## config.mk

```make
export PLATFORM = sky130hd
export DESIGN_NAME = decode_stage
export DESIGN_NICKNAME = d
export VERILOG_FILES = /design/src/rtl/decode_stage_pkg.sv /design/src/rtl/decode_stage_reg_scoreboard.sv /design/src/rtl/decode_stage.sv
export SDC_FILE = /design/constraint.sdc
export NUM_CORES = 1
export LEC_CHECK = 0
export BUFFER_PORTS_ARGS = -buffer_cell sky130_fd_sc_hd__buf_2
export CORE_UTILIZATION = 47
export DETAILED_ROUTE_END_ITERATION = 16
export PLACE_DENSITY_LB_ADDON = 0.25
export SYNTH_ARGS = -nofsm -noshare
export SYNTH_HDL_FRONTEND = slang
export SYNTH_SLANG_ARGS = --single-unit
```

## constraint.sdc

```tcl
create_clock -name clk -period 2.4 [get_ports clk]
set_input_delay 0.24 -clock clk [delete_from_list [all_inputs] [get_ports clk]]
set_output_delay 0.24 -clock clk [all_outputs]
set_load 0.005 [all_outputs]
```

## src/rtl/decode_stage_pkg.sv

```systemverilog
`default_nettype none
// +------------------------------------------------------------------+
// | decode_stage_pkg : CPU opcode, ALU mode and field-position defs  |
// | Rev 1.0                                                          |
// +------------------------------------------------------------------+
package decode_stage_pkg;

   localparam int C_FIELD_W  = 4;
   localparam int C_RA_LSB   = 28;
   localparam int C_RB_LSB   = 24;
   localparam int C_RC_LSB   = 20;
   localparam int C_IMM_LSB  = 8;
   localparam int C_IMM_W    = 16;
   localparam int C_FUNC_LSB = 4;
   localparam int C_OP_LSB   = 0;

   typedef enum logic [3:0] {
      OP_ALUR   = 4'h0,
      OP_CMPR   = 4'h2,
      OP_SW     = 4'h5,
      OP_BRANCH = 4'h6,
      OP_ALUI   = 4'h8,
      OP_LW     = 4'h9,
      OP_CMPI   = 4'hA,
      OP_JAL    = 4'hB
   } opcode_e;

   typedef enum logic [1:0] {
      MODE_ALU = 2'b00,
      MODE_CMP = 2'b01,
      MODE_JAL = 2'b10
   } mode_e;

   function automatic logic [C_FIELD_W-1:0] get_field(logic [31:0] inst, int lsb);
      return inst[lsb +: C_FIELD_W];
   endfunction

endpackage
`default_nettype wire

```

## src/rtl/decode_stage_reg_scoreboard.sv

```systemverilog
`default_nettype none
// +------------------------------------------------------------------+
// | reg_scoreboard : per-register pending-write busy bits            |
// | Rev 1.0                                                          |
// +------------------------------------------------------------------+
module reg_scoreboard #(
   parameter int REG_AW = 4
) (
   input  logic              clk,
   input  logic              reset_n,
   input  logic              set_en_i,
   input  logic [REG_AW-1:0] set_reg_i,
   input  logic              wb_clr_en_i,
   input  logic [REG_AW-1:0] wb_clr_reg_i,
   input  logic              rel_clr_en_i,
   input  logic [REG_AW-1:0] rel_clr_reg_i,
   input  logic [REG_AW-1:0] q1_reg_i,
   output logic              q1_busy_o,
   input  logic [REG_AW-1:0] q2_reg_i,
   output logic              q2_busy_o
);

   localparam int C_NREG = 2 ** REG_AW;

   logic [C_NREG-1:0] busy_q, busy_d, w_busy_eff;

   // Queries see the writeback clear in the same cycle; the set is applied last so it wins.
   always_comb begin
      w_busy_eff = busy_q;
      if (wb_clr_en_i) w_busy_eff[wb_clr_reg_i] = 1'b0;
      busy_d = w_busy_eff;
      if (rel_clr_en_i) busy_d[rel_clr_reg_i] = 1'b0;
      if (set_en_i) busy_d[set_reg_i] = 1'b1;
   end

   assign q1_busy_o = w_busy_eff[q1_reg_i];
   assign q2_busy_o = w_busy_eff[q2_reg_i];

   always_ff @(posedge clk or negedge reset_n) begin
      if (!reset_n) busy_q <= '0;
      else          busy_q <= busy_d;
   end

endmodule
`default_nettype wire

```

## src/rtl/decode_stage.sv

```systemverilog
`default_nettype none
// +------------------------------------------------------------------+
// | decode_stage : instruction decode with hazard scoreboard         |
// | Rev 1.0                                                          |
// +------------------------------------------------------------------+
module decode_stage
   import decode_stage_pkg::*;
#(
   parameter int DATA_W = 32,
   parameter int REG_AW = 4,
   parameter int CNT_W  = 16
) (
   input  logic              clk,
   input  logic              reset_n,
   input  logic              in_valid,
   output logic              in_ready,
   input  logic [DATA_W-1:0] in_pc,
   input  logic [DATA_W-1:0] in_inst,
   output logic              out_valid,
   input  logic              out_ready,
   output logic [REG_AW-1:0] out_rd,
   output logic [REG_AW-1:0] out_rs1,
   output logic [REG_AW-1:0] out_rs2,
   output logic [DATA_W-1:0] out_imm,
   output logic [5:0]        out_aluop,
   output logic [DATA_W-1:0] out_pc_next,
   output logic              out_br_en,
   output logic              out_rf_we,
   output logic              out_mem_we,
   output logic              out_src_reg,
   output logic              out_mem2reg,
   output logic              out_illegal,
   input  logic              wb_valid,
   input  logic [REG_AW-1:0] wb_reg,
   input  logic              flush,
   output logic [CNT_W-1:0]  stall_cnt
);

   logic [31:0]       w_inst;
   opcode_e           w_op;
   mode_e             w_mode;
   logic [REG_AW-1:0] w_ra, w_rb, w_rc, w_rs1, w_rs2;
   logic              w_rf_we, w_mem_we, w_br_en, w_src_reg, w_mem2reg, w_illegal;
   logic              w_use1, w_use2, w_busy1, w_busy2;
   logic              w_hazard, w_load, w_release;
   logic [DATA_W-1:0] w_imm;

   logic              out_valid_q, out_valid_d;
   logic [CNT_W-1:0]  stall_cnt_q, stall_cnt_d;
   logic [REG_AW-1:0] rd_q, rs1_q, rs2_q;
   logic [DATA_W-1:0] imm_q, pc_next_q;
   logic [5:0]        aluop_q;
   logic              br_en_q, rf_we_q, mem_we_q, src_reg_q, mem2reg_q, illegal_q;

   assign w_inst = in_inst[31:0];
   assign w_op   = opcode_e'(w_inst[C_OP_LSB +: C_FIELD_W]);
   assign w_ra   = REG_AW'(get_field(w_inst, C_RA_LSB));
   assign w_rb   = REG_AW'(get_field(w_inst, C_RB_LSB));
   assign w_rc   = REG_AW'(get_field(w_inst, C_RC_LSB));
   assign w_imm  = {{(DATA_W-C_IMM_W){w_inst[C_IMM_LSB+C_IMM_W-1]}}, w_inst[C_IMM_LSB +: C_IMM_W]};

   // Source usage (w_use1/w_use2) refers to w_rs1/w_rs2, so stores and branches query ra,rb.
   always_comb begin
      w_rs1     = w_rb;
      w_rs2     = w_rc;
      w_mode    = MODE_ALU;
      w_rf_we   = 1'b1;
      w_mem_we  = 1'b0;
      w_br_en   = 1'b0;
      w_src_reg = 1'b0;
      w_mem2reg = 1'b0;
      w_illegal = 1'b0;
      w_use1    = 1'b1;
      w_use2    = 1'b0;
      case (w_op)
         OP_ALUR: begin
            w_src_reg = 1'b1;
            w_use2    = 1'b1;
         end
         OP_ALUI: begin
         end
         OP_LW: w_mem2reg = 1'b1;
         OP_CMPR: begin
            w_mode    = MODE_CMP;
            w_src_reg = 1'b1;
            w_use2    = 1'b1;
         end
         OP_CMPI: w_mode = MODE_CMP;
         OP_JAL:  w_mode = MODE_JAL;
         OP_SW: begin
            w_rs1    = w_ra;
            w_rs2    = w_rb;
            w_rf_we  = 1'b0;
            w_mem_we = 1'b1;
            w_use2   = 1'b1;
         end
         OP_BRANCH: begin
            w_rs1   = w_ra;
            w_rs2   = w_rb;
            w_mode  = MODE_CMP;
            w_br_en = 1'b1;
            w_rf_we = 1'b0;
            w_use2  = 1'b1;
         end
         default: begin
            w_illegal = 1'b1;
            w_rf_we   = 1'b0;
            w_use1    = 1'b0;
         end
      endcase
   end

   reg_scoreboard #(.REG_AW(REG_AW)) u_scoreboard (
      .clk          (clk),
      .reset_n      (reset_n),
      .set_en_i     (w_load && w_rf_we),
      .set_reg_i    (w_ra),
      .wb_clr_en_i  (wb_valid),
      .wb_clr_reg_i (wb_reg),
      .rel_clr_en_i (w_release),
      .rel_clr_reg_i(rd_q),
      .q1_reg_i     (w_rs1),
      .q1_busy_o    (w_busy1),
      .q2_reg_i     (w_rs2),
      .q2_busy_o    (w_busy2)
   );

   assign w_hazard  = in_valid && ((w_use1 && w_busy1) || (w_use2 && w_busy2));
   assign in_ready  = (!out_valid_q || out_ready) && !w_hazard && !flush;
   assign w_load    = in_valid && in_ready;
   // A flushed instruction that never left frees its destination again.
   assign w_release = flush && out_valid_q && rf_we_q && !out_ready;

   always_comb begin
      out_valid_d = out_valid_q;
      if (flush)          out_valid_d = 1'b0;
      else if (w_load)    out_valid_d = 1'b1;
      else if (out_ready) out_valid_d = 1'b0;
      stall_cnt_d = stall_cnt_q;
      if (w_hazard && (stall_cnt_q != {CNT_W{1'b1}})) stall_cnt_d = stall_cnt_q + CNT_W'(1);
   end

   always_ff @(posedge clk or negedge reset_n) begin
      if (!reset_n) begin
         out_valid_q <= 1'b0;
         stall_cnt_q <= '0;
         rd_q        <= '0;
         rs1_q       <= '0;
         rs2_q       <= '0;
         imm_q       <= '0;
         aluop_q     <= '0;
         pc_next_q   <= '0;
         br_en_q     <= 1'b0;
         rf_we_q     <= 1'b0;
         mem_we_q    <= 1'b0;
         src_reg_q   <= 1'b0;
         mem2reg_q   <= 1'b0;
         illegal_q   <= 1'b0;
      end else begin
         out_valid_q <= out_valid_d;
         stall_cnt_q <= stall_cnt_d;
         if (w_load) begin
            rd_q      <= w_ra;
            rs1_q     <= w_rs1;
            rs2_q     <= w_rs2;
            imm_q     <= w_imm;
            aluop_q   <= {w_mode, w_inst[C_FUNC_LSB +: 4]};
            pc_next_q <= in_pc + DATA_W'(4);
            br_en_q   <= w_br_en;
            rf_we_q   <= w_rf_we;
            mem_we_q  <= w_mem_we;
            src_reg_q <= w_src_reg;
            mem2reg_q <= w_mem2reg;
            illegal_q <= w_illegal;
         end
      end
   end

   assign out_valid   = out_valid_q;
   assign stall_cnt   = stall_cnt_q;
   assign out_rd      = rd_q;
   assign out_rs1     = rs1_q;
   assign out_rs2     = rs2_q;
   assign out_imm     = imm_q;
   assign out_aluop   = aluop_q;
   assign out_pc_next = pc_next_q;
   assign out_br_en   = br_en_q;
   assign out_rf_we   = rf_we_q;
   assign out_mem_we  = mem_we_q;
   assign out_src_reg = src_reg_q;
   assign out_mem2reg = mem2reg_q;
   assign out_illegal = illegal_q;

endmodule
`default_nettype wire

```

==> impl_metrics.prom <==
# TYPE chip_impl_metric gauge
chip_impl_metric{name="ys_warnings",unit=""} 0
chip_impl_metric{name="syn-mean-instance-area",unit="um^2"} 10.7
chip_impl_info{name="synth.most_common_cell",value="dfrtp_1"} 1
chip_impl_metric{name="syn_inst",unit=""} 546
chip_impl_info{name="timing.critical_path.cells",value="buf_8 > xor2_2 > nand3_2 > buf_12 > mux2i_4 > buf_6 > mux2i_1 > a311oi_2 > nor4_2 > o2111ai_2 > buf_4 > nand3_2 > and2_4 > buf_6"} 1
chip_impl_metric{name="synthesis.nets",unit=""} 622
chip_impl_metric{name="drt-initial-drc-count",unit=""} 306
chip_impl_metric{name="core_region_area",unit="mm^2"} 0.0121
chip_impl_metric{name="grt_first_pass_wirelength",unit="um"} 28500
chip_impl_metric{name="clock_buffers_created_by_tritoncts",unit=""} 9
chip_impl_metric{name="cts_buffer_depth",unit=""} 2
chip_impl_info{name="critical_path_class",value="primary input to primary output"} 1
chip_impl_info{name="synth.top_cells.by_area",value="dfrtp_1 45%, mux2_4 8.5%, xor2_1 5.0%"} 1
chip_impl_metric{name="routed_via_density",unit=""} 5.49
chip_impl_metric{name="achievable-frequency",unit="MHz"} 346
chip_impl_metric{name="layout.filler_cells",unit=""} 821
chip_impl_info{name="top_ff_cell_synth",value="dfrtp_1"} 1
chip_impl_metric{name="final.period_utilization",unit="%"} 120
chip_impl_metric{name="die_width",unit="um"} 113
chip_impl_metric{name="via_count_of_the_first_global_routing_pass",unit=""} 5483
chip_impl_info{name="critical_path.slowest_cell",value="mux2i_4"} 1
chip_impl_metric{name="worst_path_fanout_max",unit=""} 6
chip_impl_metric{name="cap_violations",unit=""} 0
chip_impl_metric{name="die-area",unit="mm^2"} 0.0128
chip_impl_metric{name="detail_route.wirelength",unit="um"} 18300
chip_impl_metric{name="dpl_cell_area",unit="mm^2"} 0.00753
chip_impl_metric{name="ff2ff_path_depth",unit=""} 11
chip_impl_metric{name="antenna_violating_nets_post_route",unit=""} 0
chip_impl_metric{name="route.detailed.drc",unit=""} 0
chip_impl_metric{name="fin_area",unit="mm^2"} 0.00887
chip_impl_metric{name="clkTransAtPathRegs",unit="ns"} 0.07
chip_impl_metric{name="synth_top_area_share",unit="%"} 45.2
chip_impl_metric{name="netlist_area",unit="mm^2"} 0.00582
chip_impl_info{name="outcome",value="finished, violations left"} 1
chip_impl_metric{name="fp.dieH",unit="um"} 113
chip_impl_info{name="setup.worst_path.end_class",value="primary output"} 1
chip_impl_metric{name="dpl.hpwl",unit="um"} 11700
chip_impl_metric{name="clock-skew-final",unit="ns"} 0.00998
chip_impl_metric{name="detail_route.first_pass.iterations",unit=""} 4
chip_impl_metric{name="maximum_number_of_pins_on_one_net_before_global_route_repair",unit=""} 49
chip_impl_info{name="synth_largest_area_cell",value="dfrtp_1"} 1
chip_impl_metric{name="grt_antenna_before_repair",unit=""} 0
chip_impl_info{name="failed_checks",value="negative setup slack"} 1
chip_impl_metric{name="fin_cells",unit=""} 978
chip_impl_metric{name="hold_violations",unit=""} 0
chip_impl_metric{name="synth-async-reset-ratio",unit="%"} 100
chip_impl_info{name="grt_setup_unrepaired",value="yes"} 1
chip_impl_metric{name="dp.cells",unit=""} 925
chip_impl_metric{name="worst_skew_pair.late_latency",unit="ns"} 0.36
chip_impl_metric{name="gp_routability_congestion",unit=""} 0.900
chip_impl_metric{name="timing.critical_path.arrival",unit="ns"} 2.65
chip_impl_info{name="post_synth_most_frequent_cells",value="105 x dfrtp_1, 55 x nor2_1, 41 x nand2_1, 36 x a21oi_1"} 1
chip_impl_metric{name="post_synth_num_cell_types",unit=""} 58
chip_impl_info{name="holdCritPathClass",value="primary input to flop"} 1
chip_impl_metric{name="synth_sequential_area_ratio",unit="%"} 45.2
chip_impl_metric{name="fin_setup_tns",unit="ns"} -35.66
chip_impl_metric{name="final_max_slew_viol_count",unit=""} 0
chip_impl_metric{name="clkSinkCount",unit=""} 105
chip_impl_metric{name="tightest_slew",unit="ns"} 0.490
chip_impl_metric{name="port_buffers",unit=""} 179
chip_impl_metric{name="vias",unit=""} 5371
chip_impl_metric{name="max_slew_margin",unit="%"} 66.4
chip_impl_metric{name="share_of_cells_above_drive_strength_1",unit="%"} 56.4
chip_impl_info{name="cp-start-kind",value="primary input"} 1
chip_impl_metric{name="drt-wirelength-per-cell",unit="um"} 18.7
chip_impl_metric{name="floorplan.rows",unit=""} 40
chip_impl_metric{name="vdd_drop_max",unit="mV"} 0.431
chip_impl_metric{name="power_density",unit="mW/mm^2"} 628
chip_impl_metric{name="htree_num_levels",unit=""} 3
chip_impl_metric{name="leakage",unit="nW"} 4.19
chip_impl_metric{name="final_period_minus_worst_setup_slack",unit="ns"} 2.89
chip_impl_metric{name="start_util",unit="%"} 48.2
chip_impl_metric{name="max_stage_delay",unit="ns"} 0.34
chip_impl_metric{name="layout_setup_ws",unit="ns"} -0.487
chip_impl_metric{name="required",unit="ns"} 2.16
chip_impl_metric{name="area_growth_syn_to_layout",unit="%"} 52.5
chip_impl_metric{name="grt_usage",unit="%"} 29.1
chip_impl_metric{name="timing.hold.worst_path_depth",unit=""} 2
chip_impl_metric{name="globalRoute.totalOverflow",unit=""} 0
chip_impl_metric{name="final_layout_worst_hold_slack",unit="ns"} 0.111
chip_impl_metric{name="final_net_count",unit=""} 881
chip_impl_metric{name="synth_enable_flop_cells",unit=""} 0
chip_impl_metric{name="synth-seq-cells",unit=""} 105
chip_impl_metric{name="largest_register_ffs",unit=""} 32
chip_impl_info{name="cts_tree",value="done"} 1
chip_impl_metric{name="dpl_worst_slack",unit="ns"} -0.749
chip_impl_info{name="clk_root_buffer_cell",value="clkbuf_16"} 1
chip_impl_metric{name="pin_count",unit=""} 180
chip_impl_metric{name="setup_viol",unit=""} 106
chip_impl_metric{name="n_antenna_cell",unit=""} 0
[path summary, 6_finish.rpt]
kind                                        start      endpoint  slack [ns]
max                                    in_inst[1]      in_ready       -0.49
min                                   in_inst[18]   out_imm[10]        0.11
max reg2reg                u_scoreboard.busy_q[8]   out_imm[14]       -0.16
min reg2reg                          stall_cnt[8]  stall_cnt[8]        0.49
max in group asynchronous                 reset_n  stall_cnt[0]        1.30
min in group asynchronous                 reset_n  out_aluop[5]        0.39
[layer usage]
layer / up-vias / track usage, % / share of wire [%]
met4: 0 / 14.6 / 3.7
met5: - / 0 / 0
met2: 261 / 47.0 / 48
met1: 2615 / 37.9 / 41
li1: 2439 / - / -
met3: 56 / 5.14 / 7.3
[placed cells by master (no fill, tap or decap), drive strengths merged, types with 8 or more instances in the layout]
master / n
a21oi: 36
and3: 12
buf: 286
clkbuf: 11
dfrtp: 105
inv: 13
mux2: 43
mux2i: 19
nand2: 42
nand2b: 10
nand3: 22
nor2: 55
nor3: 8
nor4: 9
o21ai: 12
xnor2: 12
xor2: 33
[stage by stage]
stage	utilization, %	power, mW
final	73.6	5.57
after detailed placement	62.4	3.79
after floorplan	-	3.14
after CTS	73.3	5.52
after global placement	62.4	3.76
after global routing	73.6	5.82
[layout make-up]
| class | count | area [um^2] | area share (%) |
|---|---|---|---|
| clock buffer | 11 | 243 | 2.74 |
| tap | 168 | 210 | 2.37 |
| sequential | 105 | 2630 | 29.6 |
| timing repair buffer | 287 | 2120 | 23.9 |
| inverter | 11 | 41.3 | 0.465 |
| clock inverter | 5 | 38.8 | 0.437 |
| multi-input combinational | 391 | 3590 | 40.5 |
[logic make-up after synthesis]
logic type | synth area share [%]
AOI/OAI and AO/OA | 12.2
xor gates and xnor gates | 6.77
adders and majority gates | 0.430
buffers and inverters | 5.83
DFF | 45.2
muxes | 14.0
and+or+nand+nor | 15.7
[worst max-delay path: cells and delay by family]
kind	cells	cell delay (ns)
mux	2	0.59
buf+inv	5	0.71
compound gates	2	0.31
simple gates	4	0.62
xor+xnor	1	0.17
[power by group]
group | switching [mW] | internal (mW) | leakage (nW) | total, mW
sequential | 0.279 | 2.06 | 1.27 | 2.34
combinational | 0.839 | 0.966 | 2.79 | 1.81
clock | 0.683 | 0.741 | 0.137 | 1.42
[what timing repair did]
action,4_1_cts,5_1_grt
hold buffers,1,0
setup endpoints to repair,105,106
resized for setup,93,52
pin swaps,10,15
buffers inserted,29,10
gates cloned,12,0
endpoints found under the hold margin,32,0
Power figures use the tool's default switching activity.
